## src/rtl/fifo_ctrl_pkg.sv

```systemverilog
// fifo_ctrl_pkg
// Shared sizing constants for the main queue. The pointer controller, the
// queue RAM and the top-level queue all use these.
//   DATA_SIZE_DEF       default data word width
//   MAIN_QUEUE_SIZE_DEF default pointer width
//   QUEUE_DEPTH         entries for the default pointer width
//   QUEUE_CNT_W         occupancy counter width (pointer width + 1)
package fifo_ctrl_pkg;

    localparam int DATA_SIZE_DEF       = 4;
    localparam int MAIN_QUEUE_SIZE_DEF = 3;
    localparam int QUEUE_DEPTH         = 2 ** MAIN_QUEUE_SIZE_DEF;
    localparam int QUEUE_CNT_W         = MAIN_QUEUE_SIZE_DEF + 1;

    // Depth for an arbitrary pointer width, so overridden instances stay consistent.
    function automatic int depth_of(input int ptr_w);
        return 1 << ptr_w;
    endfunction

endpackage

```

## src/rtl/fifo_flags.sv

```systemverilog
// fifo_flags
// Registers the queue status flags from the next-cycle occupancy count.
// The flags therefore describe the count that is in effect after the edge.
// Ports:
//   clk_i, rst_i        clock, asynchronous active-high reset
//   count_d_i           next occupancy count
//   af_thr_i, ae_thr_i  almost-full / almost-empty thresholds (entries)
//   full_o, empty_o, almost_full_o, almost_empty_o  registered flags
module fifo_flags #(
    parameter int CNT_W = 4,
    parameter int DEPTH = 8
) (
    input  logic             clk_i,
    input  logic             rst_i,
    input  logic [CNT_W-1:0] count_d_i,
    input  logic [CNT_W-1:0] af_thr_i,
    input  logic [CNT_W-1:0] ae_thr_i,
    output logic             full_o,
    output logic             empty_o,
    output logic             almost_full_o,
    output logic             almost_empty_o
);

    localparam logic [CNT_W-1:0] DEPTH_C = CNT_W'(DEPTH);

    logic full_q, empty_q, af_q, ae_q;
    logic full_d, empty_d, af_d, ae_d;

    always_comb begin
        full_d  = (count_d_i == DEPTH_C);
        empty_d = (count_d_i == '0);
        af_d    = (count_d_i >= af_thr_i);
        ae_d    = (count_d_i <= ae_thr_i);
    end

    always_ff @(posedge clk_i or posedge rst_i) begin
        if (rst_i) begin
            full_q  <= 1'b0;
            empty_q <= 1'b1;
            af_q    <= 1'b0;
            ae_q    <= 1'b1;
        end else begin
            full_q  <= full_d;
            empty_q <= empty_d;
            af_q    <= af_d;
            ae_q    <= ae_d;
        end
    end

    assign full_o         = full_q;
    assign empty_o        = empty_q;
    assign almost_full_o  = af_q;
    assign almost_empty_o = ae_q;

endmodule

```

## src/rtl/fifo_ctrl.sv

```systemverilog
// fifo_ctrl
// Pointer and flag controller for the main queue. Accepts push/pop requests,
// drives the queue RAM write/read enables and pointers, tracks occupancy and
// reports status and error flags. Read data returns one cycle after a pop.
// Optional macro FIFO_ERR_STICKY_EN: overflow/underflow hold once set until
// reset; without it they are single-cycle pulses.
// Ports:
//   clk, reset                 clock, asynchronous active-high reset
//   push, pop, data_in         producer/consumer requests and push data
//   almost_full_thr/empty_thr  flag thresholds (entries)
//   mem_data_out               registered read data from the queue RAM
//   mem_write, mem_read, mem_wr_ptr, mem_rd_ptr, mem_data_in  RAM drive
//   data_out, valid_out        popped word and its strobe
//   full, empty, almost_full, almost_empty, overflow, underflow  status
module fifo_ctrl
    import fifo_ctrl_pkg::*;
#(
    parameter int DATA_SIZE       = DATA_SIZE_DEF,
    parameter int MAIN_QUEUE_SIZE = MAIN_QUEUE_SIZE_DEF
) (
    input  logic                       clk,
    input  logic                       reset,
    input  logic                       push,
    input  logic                       pop,
    input  logic [DATA_SIZE-1:0]       data_in,
    input  logic [MAIN_QUEUE_SIZE:0]   almost_full_thr,
    input  logic [MAIN_QUEUE_SIZE:0]   almost_empty_thr,
    input  logic [DATA_SIZE-1:0]       mem_data_out,
    output logic                       mem_write,
    output logic                       mem_read,
    output logic [MAIN_QUEUE_SIZE-1:0] mem_wr_ptr,
    output logic [MAIN_QUEUE_SIZE-1:0] mem_rd_ptr,
    output logic [DATA_SIZE-1:0]       mem_data_in,
    output logic [DATA_SIZE-1:0]       data_out,
    output logic                       valid_out,
    output logic                       full,
    output logic                       empty,
    output logic                       almost_full,
    output logic                       almost_empty,
    output logic                       overflow,
    output logic                       underflow
);

    localparam int CW    = MAIN_QUEUE_SIZE + 1;
    localparam int DEPTH = depth_of(MAIN_QUEUE_SIZE);

    logic [MAIN_QUEUE_SIZE-1:0] wr_ptr_q, wr_ptr_d, rd_ptr_q, rd_ptr_d;
    logic [CW-1:0]              count_q, count_d;
    logic                       valid_q, valid_d;
    logic                       ovf_q, ovf_d, unf_q, unf_d;
    logic                       push_ok, pop_ok;
    logic                       full_w, empty_w;

    always_comb begin
        pop_ok   = pop & ~empty_w;
        // When full, a simultaneous pop frees the slot this push takes.
        push_ok  = push & (~full_w | pop_ok);
        wr_ptr_d = push_ok ? wr_ptr_q + 1'b1 : wr_ptr_q;
        rd_ptr_d = pop_ok  ? rd_ptr_q + 1'b1 : rd_ptr_q;
        count_d  = count_q;
        case ({push_ok, pop_ok})
            2'b10:   count_d = count_q + 1'b1;
            2'b01:   count_d = count_q - 1'b1;
            default: count_d = count_q;
        endcase
        valid_d = pop_ok;
`ifdef FIFO_ERR_STICKY_EN
        ovf_d = ovf_q | (push & ~push_ok);
        unf_d = unf_q | (pop & empty_w);
`else
        ovf_d = push & ~push_ok;
        unf_d = pop & empty_w;
`endif
    end

    always_ff @(posedge clk or posedge reset) begin
        if (reset) begin
            wr_ptr_q <= '0;
            rd_ptr_q <= '0;
            count_q  <= '0;
            valid_q  <= 1'b0;
            ovf_q    <= 1'b0;
            unf_q    <= 1'b0;
        end else begin
            wr_ptr_q <= wr_ptr_d;
            rd_ptr_q <= rd_ptr_d;
            count_q  <= count_d;
            valid_q  <= valid_d;
            ovf_q    <= ovf_d;
            unf_q    <= unf_d;
        end
    end

    fifo_flags #(
        .CNT_W (CW),
        .DEPTH (DEPTH)
    ) u_flags (
        .clk_i          (clk),
        .rst_i          (reset),
        .count_d_i      (count_d),
        .af_thr_i       (almost_full_thr),
        .ae_thr_i       (almost_empty_thr),
        .full_o         (full_w),
        .empty_o        (empty_w),
        .almost_full_o  (almost_full),
        .almost_empty_o (almost_empty)
    );

    assign mem_write   = push_ok;
    assign mem_read    = pop_ok;
    assign mem_wr_ptr  = wr_ptr_q;
    assign mem_rd_ptr  = rd_ptr_q;
    assign mem_data_in = data_in;
    assign full        = full_w;
    assign empty       = empty_w;
    assign valid_out   = valid_q;
    // The RAM output register is not reset; gating with the strobe keeps
    // data_out at zero whenever nothing valid is being presented.
    assign data_out    = valid_q ? mem_data_out : '0;
    assign overflow    = ovf_q;
    assign underflow   = unf_q;

endmodule

```

## config.mk

```make
export PLATFORM = sky130hd
export DESIGN_NAME = fifo_ctrl
export DESIGN_NICKNAME = d
export VERILOG_FILES = /design/src/rtl/fifo_ctrl_pkg.sv /design/src/rtl/fifo_flags.sv /design/src/rtl/fifo_ctrl.sv
export SDC_FILE = /design/constraint.sdc
export NUM_CORES = 1
export LEC_CHECK = 0
export CORE_UTILIZATION = 45
export CTS_CLUSTER_DIAMETER = 30
export DETAILED_ROUTE_END_ITERATION = 8
export MAX_ROUTING_LAYER = met4
export PLACE_DENSITY = 0.93
export RECOVER_POWER = 100
export SLEW_MARGIN = 5
export SYNTH_ARGS = -nofsm -noshare
export SYNTH_HDL_FRONTEND = slang
export SYNTH_SLANG_ARGS = --single-unit
```

## constraint.sdc

```tcl
create_clock -name clk -period 6.25 [get_ports clk]
set_input_delay 0.9375 -clock clk [delete_from_list [all_inputs] [get_ports clk]]
set_output_delay 0.9375 -clock clk [all_outputs]
set_load 0.02 [all_outputs]
```

==> key figures <==
Timing
  – WHS: 0.4660 ns
  – Fmax: 263.4 MHz
  – Final setup vio count: 0
  – Slew Limit Fails: 0
  – RSZ-0062 raised after global routing: no
  – Minimum clock period: 3.797 ns
  – Crit share post-route: 0.6074
  – Clock Skews: 0.009642 ns
  – Setup ws final: 2.453 ns
  – Slew headroom: 0.5970
  – Setup_tns: 0 ns
  – Worst-margin pin slew: 0.6038 ns
  – Hold Vio Cnt, Final: 0

Floorplan
  – Core Area: 0.002022 mm2
  – Initial Utilization: 0.4944
  – Die area: 0.002414 mm2
  – Die width: 49.14 um
  – I/O Pins: 43
  – Placement Rows: 16
  – Height of the die: 49.14 um

Global route
  – Global-route wire length before repair: 3.146 mm
  – Largest net degree at the start of global routing: 18
  – Vias in the first global route: 779
  – All-Layer GR Usage: 0.1780
  – Initial antenna violation count: 0
  – Grt ovf: 0

Critical path
  – Crit path kind: input pin to flop
  – Crit-path cells: dlygate4sd3_1 -> nand2b_1 -> nand2_1 -> nand2_1 -> ha_1 -> xor2_1 -> ha_1 -> mux2_1 -> ha_1 -> a21oi_1 -> nand2_1 -> a21o_1 -> maj3_1
  – Worst Path Buf+Inv: 1
  – Capturing point of the worst reg2reg path: u_flags.almost_full_o
  – Max FO, Critical Path: 6
  – CP peak stage delay: 0.54 ns
  – R2R depth: 12
  – CP endpoint kind: flop
  – Worst EP arrival: 3.98 ns
  – Reg-to-reg setup timing slack: 3.08 ns
  – Required arrival time at the worst endpoint: 6.43 ns
  – RR Startpoint: u_flags.empty_o
  – Setup crit start kind: input pin
  – CP delay by family, top: adder cells
  – Worst path slowest cell: dlygate4sd3_1

Logic synthesis
  – Post-Synthesis Cells: 97
  – Synth area leaders: dfrtp_1 38%, ha_1 13%, dfstp_2 5.3%, xnor2_1 4.4%, inv_1 3.8%
  – Leading area contributor after synthesis: dfrtp_1
  – Sequential element share of the synthesized area: 0.4280
  – Post-Syn Area per Cell: 10.31 um2
  – Synth async-reset ratio: 1.000
  – Seq cells post-synth: 17
  – Synth Cell Area: 999.7 um2
  – Post-synth EDFFs: 0
  – Ys Warns: 0
  – Share of the synthesized area in the top cell type: 0.3755
  – Unique masters post-synth: 28
  – Ys flop type: dfrtp_1
  – Syn Nets: 127

Clock tree
  – Post-CTS Setup Repair Bufs: 0
  – Total clock sinks: 17
  – Worst-path clk slew: 0.10 ns
  – Htree depth: 1
  – Gates resized, CTS repair: 0
  – CTS max path bufs: 2
  – Clock Latency Late Sink: 0.29 ns
  – CTS tree: built
  – Clock Tree Root: clkbuf_4
  – CTS Hold Bufs: 0
  – CTS Buf Count: 3

Hold path
  – Worst hold path depth: 1
  – Min-delay src: mem_rd_ptr[2]
  – Worst Hold Class: flop to flop
  – Worst Hold End: mem_rd_ptr[2]

Route
  – DRC: 0
  – DRT Pass-1 Iters: 3
  – DR vias: 773
  – Post-route ant nets: 0
  – Drt via density: 4.924
  – Initial DRC Count: 8
  – Wirelength per Cell: 11.38 um
  – WL final: 1.787 mm
  – M1 WL: 708 um
  – Max layer used: met4
  – Met3 Routed Length: 143 um
  – Wire length on met2: 920 um

Flow run
  – Maxcap violations: 0

Place
  – Port buffer count: 34
  – Dpl hpwl: 1.480 mm
  – Placed cell count: 153
  – DP Worst Slack: 2.267 ns
  – RD Place Congestion: 0.7557

Final layout
  – Post-route core utilization: 0.6652
  – Layout area overhead: 34.54%
  – Fin nets: 161
  – Share of cells above drive strength 1: 0.06154
  – Post-route insts no fill: 157
  – Number of diodes: 0

Power and ir drop
  – VDD IR max: 0.2885 mV
  – Pwr Density: 510.4 mW/mm2
  – Leakage: 0.6448 nW

Run status
  – Status: finished, final reports clean
==> layout make-up <==
cell class	instances	area, um2
Timing Repair Buffer	34	340.3
Inverter	10	37.54
Sequential cell	17	427.9
Tap cell	27	33.78
Clock inverter	1	5.005
Fill cell	152	676.9
Multi-Input combinational cell	65	478.0
Clock buffer	3	22.52
==> per-stage QoR <==
stage / area [um2] / power, W
finish: 1345 / 0.0006865
global route: 1345 / 0.0007497
CTS: 1366 / 0.0007307
detailed placement: 1339 / 0.0006739
global placement: 1339 / 0.0006466
floorplan: 999.7 / 0.0005193
==> state kept, by name, summed over array words and instances (netlist names) <==
| register | cells |
|---|---|
| mem_wr_ptr | 3 |
| overflow | 1 |
| valid_out | 1 |
| underflow | 1 |
| mem_rd_ptr | 3 |
| u_flags.empty_o | 1 |
| u_flags.almost_full_o | 1 |
| u_flags.full_o | 1 |
| count_q | 4 |
| u_flags.almost_empty_o | 1 |
==> how the worst max path moves through the flow <==
stage	startpoint	end	slack (ns)	cells past startpoint
3_5_place_dp	pop	u_flags.almost_full_o	2.27	13
5_1_grt	pop	u_flags.almost_full_o	2.27	13
3_3_place_gp	pop	u_flags.almost_full_o	2.40	13
2_1_floorplan	pop	u_flags.almost_full_o	2.94	11
4_1_cts	pop	u_flags.almost_full_o	2.59	13
6_report	pop	u_flags.almost_full_o	2.45	13
==> logic make-up after synthesis <==
family / after synthesis / synth area share
xor gates and xnor gates: 9 / 0.08637
DFF: 17 / 0.4280
muxes: 3 / 0.03254
AOI/OAI and AO/OA: 11 / 0.08259
and+or+nand+nor: 30 / 0.1502
buffers and inverters: 15 / 0.07259
adders and majority gates: 12 / 0.1477
==> synth_stat cells (2+ instances only) <==
master	instances
buf_4	4
nand3b_1	2
nand2b_1	2
xor2_1	3
nor2_1	5
a21oi_1	4
nor2b_1	2
nand3_1	2
xnor2_1	5
and2_1	5
mux2_2	2
inv_1	10
dfstp_2	2
a21o_1	2
ha_1	10
maj3_2	2
dfrtp_1	15
nand2_1	10
==> routing by layer <==
layer  vias to the layer above  global-route usage
li1                        377                   -
met1                       358              0.1670
met2                        36              0.3288
met3                         2             0.05607
met4                         0             0.07353
met5                         -                   -
==> cell usage in the layout (no fill, tap or decap), types with 2 or more instances in the layout <==
master,Yosys,layout
a21o_1,2,2
a21oi_1,4,5
and2_1,5,4
clkbuf_4,0,3
clkdlybuf4s50_1,0,13
dfrtp_1,15,15
dfstp_2,2,2
dlygate4sd3_1,0,21
ha_1,10,10
inv_1,10,10
maj3_1,0,2
nand2_1,10,10
nand2b_1,2,2
nand3_1,2,2
nand3b_1,2,2
nor2_1,5,5
nor2b_1,2,2
xnor2_1,5,5
xor2_1,3,3
==> report_power, final <==
group	internal, W	leakage, nW	switching [W]
logic	0.000197	0.424	0.000219
clock network	0.0000238	0.0177	0.0000346
registers	0.000169	0.203	0.0000438
No activity file was read; power rests on OpenSTA's default activity.
